===== config.mk =====
export PLATFORM = sky130hd
export DESIGN_NAME = multicycle_control
export DESIGN_NICKNAME = d
export VERILOG_FILES = /design/src/rtl/multicycle_control.sv
export SDC_FILE = /design/constraint.sdc
export NUM_CORES = 1
export LEC_CHECK = 0
export ABC_AREA = 1
export CAP_MARGIN = 0
export CORE_MARGIN = 2
export CORE_UTILIZATION = 35
export DETAILED_ROUTE_END_ITERATION = 8
export HOLD_SLACK_MARGIN = 0.12
export PLACE_DENSITY = 0.74
export SETUP_SLACK_MARGIN = 0.15
export SYNTH_ARGS = -nofsm -noshare
export SYNTH_HDL_FRONTEND = slang
export SYNTH_SLANG_ARGS = --single-unit

===== constraint.sdc =====
create_clock -name clk -period 1.32 [get_ports clk]
set_clock_uncertainty 0.15 [all_clocks]
set_input_delay 0.132 -clock clk [delete_from_list [all_inputs] [get_ports clk]]
set_output_delay 0.132 -clock clk [all_outputs]
set_load 0.01 [all_outputs]

===== src/rtl/multicycle_control.sv =====
// Moore sequencing controller for the multicycle MIPS datapath.
// Optional memory wait-state handshake is enabled by defining MC_MEM_HANDSHAKE_EN.
module multicycle_control (
   input  logic       clk,
   input  logic       reset,
   input  logic [5:0] Op,
   input  logic [5:0] Funct,
   input  logic       Zero,
   input  logic       MemReady,
   output logic       IorD,
   output logic       MemWrite,
   output logic       IRWrite,
   output logic       RegDst,
   output logic       MemtoReg,
   output logic       RegWrite,
   output logic       ALUSrcA,
   output logic [1:0] ALUSrcB,
   output logic [3:0] ALUControl,
   output logic [1:0] PCSrc,
   output logic       PCEn,
   output logic [3:0] State
);

   typedef enum logic [3:0] {
      S_FETCH  = 4'd0,
      S_DECODE = 4'd1,
      S_MEMADR = 4'd2,
      S_MEMRD  = 4'd3,
      S_MEMWB  = 4'd4,
      S_MEMWR  = 4'd5,
      S_EXEC   = 4'd6,
      S_ALUWB  = 4'd7,
      S_BRANCH = 4'd8,
      S_ADDIEX = 4'd9,
      S_ADDIWB = 4'd10,
      S_JUMP   = 4'd11
   } state_t;

   localparam logic [5:0] OP_RTYPE = 6'b000000;
   localparam logic [5:0] OP_LW    = 6'b100011;
   localparam logic [5:0] OP_SW    = 6'b101011;
   localparam logic [5:0] OP_BEQ   = 6'b000100;
   localparam logic [5:0] OP_ADDI  = 6'b001000;
   localparam logic [5:0] OP_J     = 6'b000010;

   localparam logic [3:0] ALU_ADD = 4'b0010;
   localparam logic [3:0] ALU_SUB = 4'b0110;
   localparam logic [3:0] ALU_AND = 4'b0000;
   localparam logic [3:0] ALU_OR  = 4'b0001;
   localparam logic [3:0] ALU_SLT = 4'b0111;

   state_t      state_r;
   state_t      state_next_s;
   logic        mem_ready_s;
   logic        iord_s;
   logic        mem_write_s;
   logic        ir_write_s;
   logic        reg_dst_s;
   logic        mem_to_reg_s;
   logic        reg_write_s;
   logic        alu_src_a_s;
   logic [1:0]  alu_src_b_s;
   logic [3:0]  alu_control_s;
   logic [1:0]  pc_src_s;
   logic        pc_write_s;
   logic        branch_s;

   function automatic logic [3:0] funct_to_alu(input logic [5:0] funct);
      logic [3:0] alu;
      case (funct)
         6'b100000: alu = ALU_ADD;
         6'b100010: alu = ALU_SUB;
         6'b100100: alu = ALU_AND;
         6'b100101: alu = ALU_OR;
         6'b101010: alu = ALU_SLT;
         default:   alu = ALU_AND;
      endcase
      return alu;
   endfunction

`ifdef MC_MEM_HANDSHAKE_EN
   assign mem_ready_s = MemReady;
`else
   // Without the handshake every memory access completes in one cycle.
   logic unused_mem_ready_s;
   assign unused_mem_ready_s = MemReady;
   assign mem_ready_s        = 1'b1;
`endif

   // State register with synchronous reset to FETCH.
   always_ff @(posedge clk) begin
      if (reset) begin
         state_r <= S_FETCH;
      end else begin
         state_r <= state_next_s;
      end
   end

   // Next-state and raw Moore control decode.
   always_comb begin
      state_next_s  = S_FETCH;
      iord_s        = 1'b0;
      mem_write_s   = 1'b0;
      ir_write_s    = 1'b0;
      reg_dst_s     = 1'b0;
      mem_to_reg_s  = 1'b0;
      reg_write_s   = 1'b0;
      alu_src_a_s   = 1'b0;
      alu_src_b_s   = 2'b00;
      alu_control_s = 4'b0000;
      pc_src_s      = 2'b00;
      pc_write_s    = 1'b0;
      branch_s      = 1'b0;
      case (state_r)
         S_FETCH: begin
            alu_src_b_s   = 2'b01;
            alu_control_s = ALU_ADD;
            // IR/PC load only on the completing cycle so the PC advances once.
            ir_write_s    = mem_ready_s;
            pc_write_s    = mem_ready_s;
            if (mem_ready_s) begin
               state_next_s = S_DECODE;
            end else begin
               state_next_s = S_FETCH;
            end
         end
         S_DECODE: begin
            alu_src_b_s   = 2'b11;
            alu_control_s = ALU_ADD;
            case (Op)
               OP_LW:    state_next_s = S_MEMADR;
               OP_SW:    state_next_s = S_MEMADR;
               OP_RTYPE: state_next_s = S_EXEC;
               OP_BEQ:   state_next_s = S_BRANCH;
               OP_ADDI:  state_next_s = S_ADDIEX;
               OP_J:     state_next_s = S_JUMP;
               default:  state_next_s = S_FETCH;
            endcase
         end
         S_MEMADR: begin
            alu_src_a_s   = 1'b1;
            alu_src_b_s   = 2'b10;
            alu_control_s = ALU_ADD;
            if (Op == OP_LW) begin
               state_next_s = S_MEMRD;
            end else begin
               state_next_s = S_MEMWR;
            end
         end
         S_MEMRD: begin
            iord_s = 1'b1;
            if (mem_ready_s) begin
               state_next_s = S_MEMWB;
            end else begin
               state_next_s = S_MEMRD;
            end
         end
         S_MEMWB: begin
            mem_to_reg_s = 1'b1;
            reg_write_s  = 1'b1;
            state_next_s = S_FETCH;
         end
         S_MEMWR: begin
            iord_s      = 1'b1;
            mem_write_s = 1'b1;
            if (mem_ready_s) begin
               state_next_s = S_FETCH;
            end else begin
               state_next_s = S_MEMWR;
            end
         end
         S_EXEC: begin
            alu_src_a_s   = 1'b1;
            alu_src_b_s   = 2'b00;
            alu_control_s = funct_to_alu(Funct);
            state_next_s  = S_ALUWB;
         end
         S_ALUWB: begin
            reg_dst_s    = 1'b1;
            reg_write_s  = 1'b1;
            state_next_s = S_FETCH;
         end
         S_BRANCH: begin
            alu_src_a_s   = 1'b1;
            alu_src_b_s   = 2'b00;
            alu_control_s = ALU_SUB;
            pc_src_s      = 2'b01;
            branch_s      = 1'b1;
            state_next_s  = S_FETCH;
         end
         S_ADDIEX: begin
            alu_src_a_s   = 1'b1;
            alu_src_b_s   = 2'b10;
            alu_control_s = ALU_ADD;
            state_next_s  = S_ADDIWB;
         end
         S_ADDIWB: begin
            reg_write_s  = 1'b1;
            state_next_s = S_FETCH;
         end
         S_JUMP: begin
            pc_src_s     = 2'b10;
            pc_write_s   = 1'b1;
            state_next_s = S_FETCH;
         end
         default: begin
            state_next_s = S_FETCH;
         end
      endcase
   end

   // Port drive; reset silences every strobe and select but not the state view.
   always_comb begin
      State = state_r;
      if (reset) begin
         IorD       = 1'b0;
         MemWrite   = 1'b0;
         IRWrite    = 1'b0;
         RegDst     = 1'b0;
         MemtoReg   = 1'b0;
         RegWrite   = 1'b0;
         ALUSrcA    = 1'b0;
         ALUSrcB    = 2'b00;
         ALUControl = 4'b0000;
         PCSrc      = 2'b00;
         PCEn       = 1'b0;
      end else begin
         IorD       = iord_s;
         MemWrite   = mem_write_s;
         IRWrite    = ir_write_s;
         RegDst     = reg_dst_s;
         MemtoReg   = mem_to_reg_s;
         RegWrite   = reg_write_s;
         ALUSrcA    = alu_src_a_s;
         ALUSrcB    = alu_src_b_s;
         ALUControl = alu_control_s;
         PCSrc      = pc_src_s;
         PCEn       = pc_write_s | (branch_s & Zero);
      end
   end

endmodule


; ---- Word level (Yosys, flattened, before mapping)
; Cells that the tools add are included.
[word_totals]
regBits = 4
latch_bits = 0
mem_bits_rw = 0
mem_bits_ro = 0
out_inout_bits = 20
elab_cells = 59
mem_count = 0
[op_classes]
add_sub_neg = 0
n_mul = 0
n_div = 0
magnitude_cmp = 0
eq_ne = 20
n_shift = 0
mux = 27
bitwise = 2
reduce_logical = 9
[ops]
columns = op, count
row1 = $eq A6 B6 Y1 const B, 6
row2 = $pmux W4 S6, 1
row3 = $pmux W4 S5, 1
row4 = $mux W1, 17
row5 = $eq A4 B3 Y1 const B, 4
row6 = $eq A4 B4 Y1 const B, 4
row7 = $pmux W3 S4, 1
row8 = $pmux W3 S3, 1
row9 = $eq A4 B2 Y1 const B, 2
row10 = $reduce_or A2 Y1, 4
row11 = $reduce_or A4 Y1, 2
row12 = $eq A6 B2 Y1 const B, 1
row13 = $eq A6 B3 Y1 const B, 1
row14 = $eq A6 B4 Y1 const B, 1
row15 = $logic_not A6 Y1, 1
row16 = $pmux W2 S3, 1
row17 = $eq A4 B1 Y1 const B, 1
row18 = $logic_not A4 Y1, 1
row19 = $mux W2, 2
row20 = $mux W4, 1
row21 = $pmux W2 S2, 1
row22 = $mux W3, 1
row23 = $reduce_or A3 Y1, 1
row24 = $and A1 B1 Y1, 1
row25 = $or A1 B1 Y1, 1

; ---- Longest topological paths before layout
; Gate-level depths: netlist of run 1.
[logic_depth]
ltp_word = 5
ltp_mapped = 9
depth_no_buf = 9

; ---- Worst setup path after synthesis of run 1
; Ideal clock, no wire load.
[synth_path]
path_type = register -> output
from = reg state_r[2] (netlist: State[2])
to = out RegWrite
arrival_time_ps = 1146
required_ps = 1038
path_slack_ps = -108
stages_incl_launch_ff = 7
path_buffers = 0
cell_sequence = dfxtp_1 inv_2 nor2_4 nand2_2 nor2_1 a31oi_1 o21ai_0
[synth_between]
elab_chain_cells = 4
[synth_lines]
columns = element, line_no
row1 = from (decl), 52  ; state_t state_r;
row2 = from (signal assigned), 95  ; state_r <= state_next_s;
row3 = $eq A4 B4 Y1 / $eq A4 B3 Y1 (equally long branches), 114  ; case (state_r)
row4 = $reduce_or A3 Y1 (no source line) (*), -
row5 = $mux W1 (*), 114
row6 = $mux W1 (*), 215  ; if (reset) begin
row7 = to (decl), 15  ; output logic RegWrite,
; Every way passes the cells marked *; elsewhere a longest branch is shown, timed or not.

; ---- Worst setup path in the final report of run 1
[layout_path]
from = reg state_r[2] (netlist: State[2])
to = out ALUControl[2]
[layout_between]
elab_chain_cells = 4
[layout_lines]
columns = element, line_no
row1 = "$eq A4 B2 Y1, or another cell as far along", 114
row2 = $reduce_or A4 Y1 (no source line), -
row3 = $pmux W3 S3 (*), 114
row4 = $mux W4 (*), 215
row5 = to (decl), 18  ; output logic [3:0] ALUControl,
; Marks and branches as above.

==> impl_results.md, run 1 <==
- Max reg flops: 4
- Share of the core filled with cells: 93.02%
- Synthesized area: 575.6 sq um
- Vias: 1103
- Crit path kind: flop to output pin
- Fin crit period: 1.753 ns
- Critical Path Sink: ALUControl[2]
- HP Class: input pin to flop
- Final worst setup slack: -0.4331 ns
- Core region area: 1524 sq um
- Final WL: 3.568 mm
- Final Wtd Congestion: 0.7754
- Synth-to-Final Area Change: 146.3%
- FP Rows: 14
- Leading post-synthesis cells by cell area: nand2_1 (16%), nor2_1 (16%), dfxtp_1 (14%)
- Syn_nets: 126
- Crit. End Element: output pin
- Final setup fails: 19
- Max layer used: met4
- Total negative setup slack: -5.551 ns
- First-pass GRT wire length: 4.457 mm
- Register-to-Register Path Depth: 11
- Die height: 44.55 um
- Initial Utilization: 37.77%
- Worst Hold Launch: reset
- Yosys top cell by area: nand2_1
- Outcome: finished, violations left
- Max-Cap Viols: 0
- Max Clk Rate: 570.4 MHz
- Max-slew violations: 0
- IR Drop Worst-Case VDD: 0.4586 mV
- Netlist cell types: 21
- HPWL Detailed: 1.631 mm
- Top-Level Pins: 36
- Syn. warnings: 0
- Clk Latency, worst-skew pair: 0.25 ns
- Endpoints failing hold: 0
- Worst reg2reg endpoint: State[2]
- CTS tree: yes
- DR iter-0 viols: 52
- Initial antenna violation count: 0
- Leak pwr: 0.6986 nW
- Wire length on met3: 346 um
- Routed Antenna Nets: 0
- # fillers: 59
- Top cell type's share of synthesized area: 15.65%
- CTS root buf: clkbuf_4
- Commonest non-fill, non-tap cell in the layout: buf_4
- I/O Buffers: 33
- Crit-path max FO: 4
- Post-DR wirelength/cell: 17.93 um
- Fin crit share: 132.8%
- CP Data Required Time: 1.04 ns
- Gr usage total: 31.36%
- Total CTS buffers: 3
- DRT met1 WL: 1.202 mm
- CP Data Arrival Time: 1.47 ns
- CP Launch Type: flop
- CTS sink cnt: 4
- Worst-path clk slew: 0.04 ns
- Synth Instances: 110
- Post-placement setup slack: -0.7492 ns
- ANT cells: 0
- Drt drc: 0
- Reg2reg setup slack: -0.25 ns
- RR Startpoint: State[2]
- Worst setup startpoint: State[2]
- RSZ-0062 raised after global routing: yes
- GRT overflow: 0
- Failing checks: negative setup slack
- DR pass1 iterations: 5
- Syn avg cell area: 5.232 sq um
- Die width: 44.55 um
- Via/cell ratio: 5.543
- #FFs+latches synth: 4
- Routed met2 length: 1.772 mm
- Net count, final: 200
- Seq/Total Area, Yosys: 13.91%
- CTS Buffer Depth: 2
- Pwr Density: 412.6 nW/um^2
- Largest net degree at the start of global routing: 15
- Via count of the first global-routing pass: 1045
- H-tree depth: 1
- Share of layout cells above drive strength 1: 58.47%
- Die ar.: 1985 sq um
- Most frequent cells in the layout: buf_4 (21), buf_6 (19), nand2_1 (18), nor2_1 (16), buf_2 (15)
- Worst hold slack: 0.5297 ns
-- per-layer routing --
layer / up-vias / global-route usage (%)
met5: - / 0
met4: 0 / 18.18
met3: 27 / 6.939
met2: 85 / 63.48
met1: 501 / 26.94
li1: 490 / -
-- report_power, final --
part	leakage (nW)	internal (mW)	total (mW)	switching, mW
combinational	0.648	0.141	0.273	0.132
clock	0.0150	0.115	0.184	0.0696
sequential	0.0355	0.119	0.127	0.00820
total	0.699	0.375	0.585	0.210
-- timing repair --
action,CTS,global route
endpoints found under the hold margin,0,0
pin swaps,25,15
hold buffers,0,0
endpoints found under the setup margin,23,22
resized for setup,113,23
buffers inserted,11,7
-- Yosys cell counts --
library cell / n
buf_4: 1
nor4_1: 1
nand2_2: 2
nor2_4: 4
nand2_1: 24
nand3_1: 6
inv_2: 3
o21ai_2: 1
dfxtp_1: 4
o21ai_0: 6
a31oi_1: 2
nor2_2: 1
nor3_1: 3
nand2_4: 2
o21ai_1: 1
nor2_1: 24
o22ai_1: 1
clkbuf_1: 1
a21oi_1: 5
inv_1: 17
conb_1: 1
-- worst max-delay path, stage by stage, from the launching register on --
cell	delay, ns
dfxtp_4	0.38
inv_4	0.05
nor2_4	0.16
nand2_4	0.09
nor2_4	0.15
nand3_2	0.10
o21ai_1	0.12
buf_2	0.17
-- layout make-up --
class / instances / area (sq um) / share of cell area, %
repair buffers: 71 / 616.8 / 43.51
multi-input cells: 84 / 576.8 / 40.69
flip-flops and latches: 4 / 95.09 / 6.708
inverters: 20 / 82.58 / 5.825
clock buffers: 4 / 26.28 / 1.853
well taps: 16 / 20.02 / 1.412
-- through the flow --
stage	total power [mW]	instance area, sq um	std cells
after global placement	0.3145	1106	177
after floorplan	0.2024	616.8	110
after global routing	0.6095	1418	199
final	0.5848	1418	199
after detailed placement	0.3207	1106	177
after CTS	0.5219	1290	192
-- how the worst min path moves through the flow --
| stage | endpoint | slack (ns) | cells after the start |
|---|---|---|---|
| finish | State[0] | 0.53 | 3 |
| global route | State[0] | 0.54 | 3 |
| CTS | State[0] | 0.51 | 3 |
| detailed placement | State[0] | 0.62 | 5 |
| global placement | State[0] | 0.61 | 5 |
| floorplan | ALUSrcB[1] | 0.17 | 1 |
-- cells by family after synthesis --
| kind of cell | after synthesis | share of synthesized area, % |
|---|---|---|
| simple gates | 67 | 55.22 |
| buf+inv | 22 | 15.00 |
| compound gates | 16 | 15.22 |
| flops | 4 | 13.91 |
| other cells | 1 | 0.6515 |
Note: power is estimated with default switching activity, not from simulation.
==> inputs of run 2 (changes only) <==
ABC_AREA = 0   (was 1)
CORE_MARGIN = 1   (was 2)
PLACE_DENSITY = 0.72   (was 0.74)
==> run 2 against run 1 <==
  * The run still ends with negative setup slack left
  * Critical path depth shrank 3
  * Die area down 0.85%
  * Critical path type unchanged
  * Via count is 15% lower
  * Non-clock buffer count is 3 lower
  * Utilization fell by 2.3 points
  * Sequential share of layout area fell by 0.13 points
  * Largest cell class is now multi-input combinational cells
  * Highest routed layer unchanged
==> impl_results.md, run 2 <==
- I/O Buffers: 33 (unchanged)
- ANT cells: 0 (unchanged)
- #FFs+latches synth: 4 (unchanged)
- Worst-path clk slew: 0.05 ns (about the same)
- Leak pwr: 0.6618 nW (-5.3%)
- Synth Area in Simple Gates: 45.02% (-10 points)
- CTS tree: yes
- Crit. End Element: output pin
- Internal: 0.3866 mW (+3.0%)
- Post-placement setup slack: -0.6120 ns (+0.1373 ns)
- Most frequent cells in the layout: buf_6 (18), buf_4 (17), buf_2 (15), clkdlybuf4s50_1 (8)
- Crit path max-delay family: compound AO/OA/AOI/OAI gates
- Final worst setup slack: -0.4104 ns (+0.02272 ns)
- # fillers: 64 (+8.5%)
- HPWL Detailed: 1.584 mm (-2.9%)
- DR iter-0 viols: 6 (-88%)
- Switching Share: 35.13% (-0.71 points)
- Fin crit period: 1.730 ns (-0.02272 ns)
- Post-synth top cells: nor3_1 (8), nor2_1 (6), nand2_1 (5)
- CTS root buf: clkbuf_4
- Final Non-Filler Cells: 171 (-14%)
- Most common cell in the netlist: nor3_1
- Fin crit share: 131.1% (-1.7 points)
- Main combinational cell family by area after synthesis: simple AND/OR/NAND/NOR gates
- Drt drc: 0 (unchanged)
- Switching Power: 0.2094 mW (-0.11%)
- Leading post-synthesis cells by cell area: dfxtp_1 (13%), nor3_1 (6.4%), buf_6 (5.4%)
- Reg power frac: 21.1% (-0.7 points)
- DR pass1 iterations: 4 (-1)
- Multi-input gate area: 670.6 sq um (+16%)
- CP peak stage delay: 0.36 ns (-0.02 ns)
- Synth-to-Final Area Change: 130.3%
- Post-DP Area: 1149 sq um (+3.8%)
- DP Cell Count: 151 (-15%)
- Pwr Density: 412.1 nW/um^2 (-0.12%)
- Share of the core filled with cells: 90.74% (-2.3 points)
- Die height: 44.36 um (-0.43%)
- Netlist cell types: 39 (+86%)
- Max-Cap Viols: 0 (unchanged)
- Post-DR wirelength/cell: 19.18 um (+6.9%)
- Gr usage total: 28.87% (-2.5 points)
- Crit path kind: flop to output pin
- GRT overflow: 0 (unchanged)
- Register Area: 95.09 sq um (unchanged)
- Syn avg cell area: 7.660 sq um (+46%)
- Top-Level Pins: 36 (unchanged)
- CP Cell Sequence: or2_4 > o21bai_4 > a211oi_2 > buf_2
- Synth Instances: 82 (-25%)
- Post-Synth Adder-Cell Area: 0% (unchanged)
- H-tree depth: 1 (unchanged)
- Initial Utilization: 39.40% (+1.6 points)
- Endpoints failing hold: 0 (unchanged)
- Design area: 1446 sq um (+2.0%)
- Seq/Total Area, Yosys: 12.75% (-1.2 points)
- Final Wtd Congestion: 0.8116 (+4.7%)
- Overall power: 0.5960 mW (+1.9%)
- IR Drop Worst-Case VDD: 0.5204 mV (+13%)
- Synthesized area: 628.1 sq um (+9.1%)
- CP Launch Type: flop
- Compound-gate portion of the synthesized area: 25.70% (+10 points)
- Syn_nets: 98 (-22%)
- FP Rows: 14 (unchanged)
- Worst hold slack: 0.1766 ns (-0.3530 ns)
- Commonest non-fill, non-tap cell in the layout: buf_6
- Crit-path max FO: 6 (+2)
- HP Class: input pin to flop
- RSZ-0062 raised after global routing: yes
- Total CTS buffers: 3 (unchanged)
- Yosys top cell by area: dfxtp_1
- Via count of the first global-routing pass: 904 (-13%)
- Clk Latency, worst-skew pair: 0.25 ns (about the same)
- Syn. warnings: 0 (unchanged)
- Max-slew violations: 0 (unchanged)
- CP Data Arrival Time: 1.45 ns (-0.02 ns)
- Final WL: 3.279 mm (-8.1%)
- CTS sink cnt: 4 (unchanged)
- Largest net degree at the start of global routing: 17 (+2)
- Vias: 940 (-15%)
- CP bufs+invs: 1 (-1)
- Predominant post-synthesis flop cell: dfxtp_1
- CTS Buffer Depth: 2 (unchanged)
- Net count, final: 164 (-18%)
- Outcome: finished, violations left
- EDFF count, synth: 0 (unchanged)
- Final setup fails: 19 (unchanged)
- Multiplexer area fraction after synthesis: 0% (unchanged)
- Routed Antenna Nets: 0 (unchanged)
- Die width: 44.36 um (-0.43%)
- Total negative setup slack: -4.831 ns (+0.7195 ns)
- Combinational power share: 47.8% (+1.1 points)
- CP Data Required Time: 1.04 ns (about the same)
- Top cell type's share of synthesized area: 12.75% (-2.9 points)
- Max reg flops: 4 (unchanged)
- Clock power share: 31.1% (-0.4 points)
- First-pass GRT wire length: 4.105 mm (-7.9%)
- Via/cell ratio: 5.497 (-0.82%)
- Share of layout cells above drive strength 1: 69.39% (+11 points)
- Max Clk Rate: 577.9 MHz (+1.3%)
- Core region area: 1594 sq um (+4.6%)
- Initial antenna violation count: 0 (unchanged)
- Failing checks: negative setup slack
- Synth Area in XOR/XNOR: 4.183% (+4.2 points)
- Slowest CP cell: dfxtp_4
- Asr flop ratio synth: 0% (unchanged)
- Die ar.: 1968 sq um (-0.85%)
## run 2: layer usage
layer	vias up	global-route usage [%]	share of wire, %
met4	0	18.18	4.5
met5	-	0	0
met3	16	4.082	5.7
met1	447	30.77	39
met2	46	52.65	51
li1	431	-	-
## run 2: area by class of cell
| class | count | area share, % |
|---|---|---|
| Clock buffer | 4 | 1.817 |
| Inverter | 4 | 1.038 |
| Multi-Input combinational cell | 67 | 46.37 |
| Sequential cell | 4 | 6.574 |
| Tap cell | 24 | 2.076 |
| Timing Repair Buffer | 68 | 42.13 |
## run 2: power groups by stage
stage / clock network (mW) / logic, mW / registers [mW]
floorplan: 0 / 0.0960 / 0.131
CTS: 0.174 / 0.239 / 0.125
global placement: 0 / 0.214 / 0.131
detailed placement: 0 / 0.218 / 0.132
finish: 0.186 / 0.285 / 0.126
global route: 0.197 / 0.297 / 0.126
## run 2: what timing repair did
item / CTS / global route
setup buffers: 10 / 6
endpoints found under the setup margin: 23 / 23
pin swaps: 6 / 7
gates resized for setup: 97 / 36
hold buffers: 0 / 0
## run 2: final timing paths
check                 from  endpoint  slack [ns]  depth (start not counted)
setup / recovery  State[0]      PCEn       -0.41                          4
hold / removal       Op[4]  State[3]        0.18                          4
setup reg to reg  State[2]  State[1]       -0.22                          7
hold reg to reg   State[3]  State[3]        0.59                          3
## run 2: logic make-up after synthesis
family,Yosys count
AOI/OAI and AO/OA,20
xor gates and xnor gates,3
buffers and inverters,11
DFF,4
other,1
and+or+nand+nor,43
## run 2: worst min-delay path: stages
cell and delay [ns]:
dlymetal6s2s_1 0.15, nor3_4 0.07, o211ai_1 0.12, a21boi_2 0.06
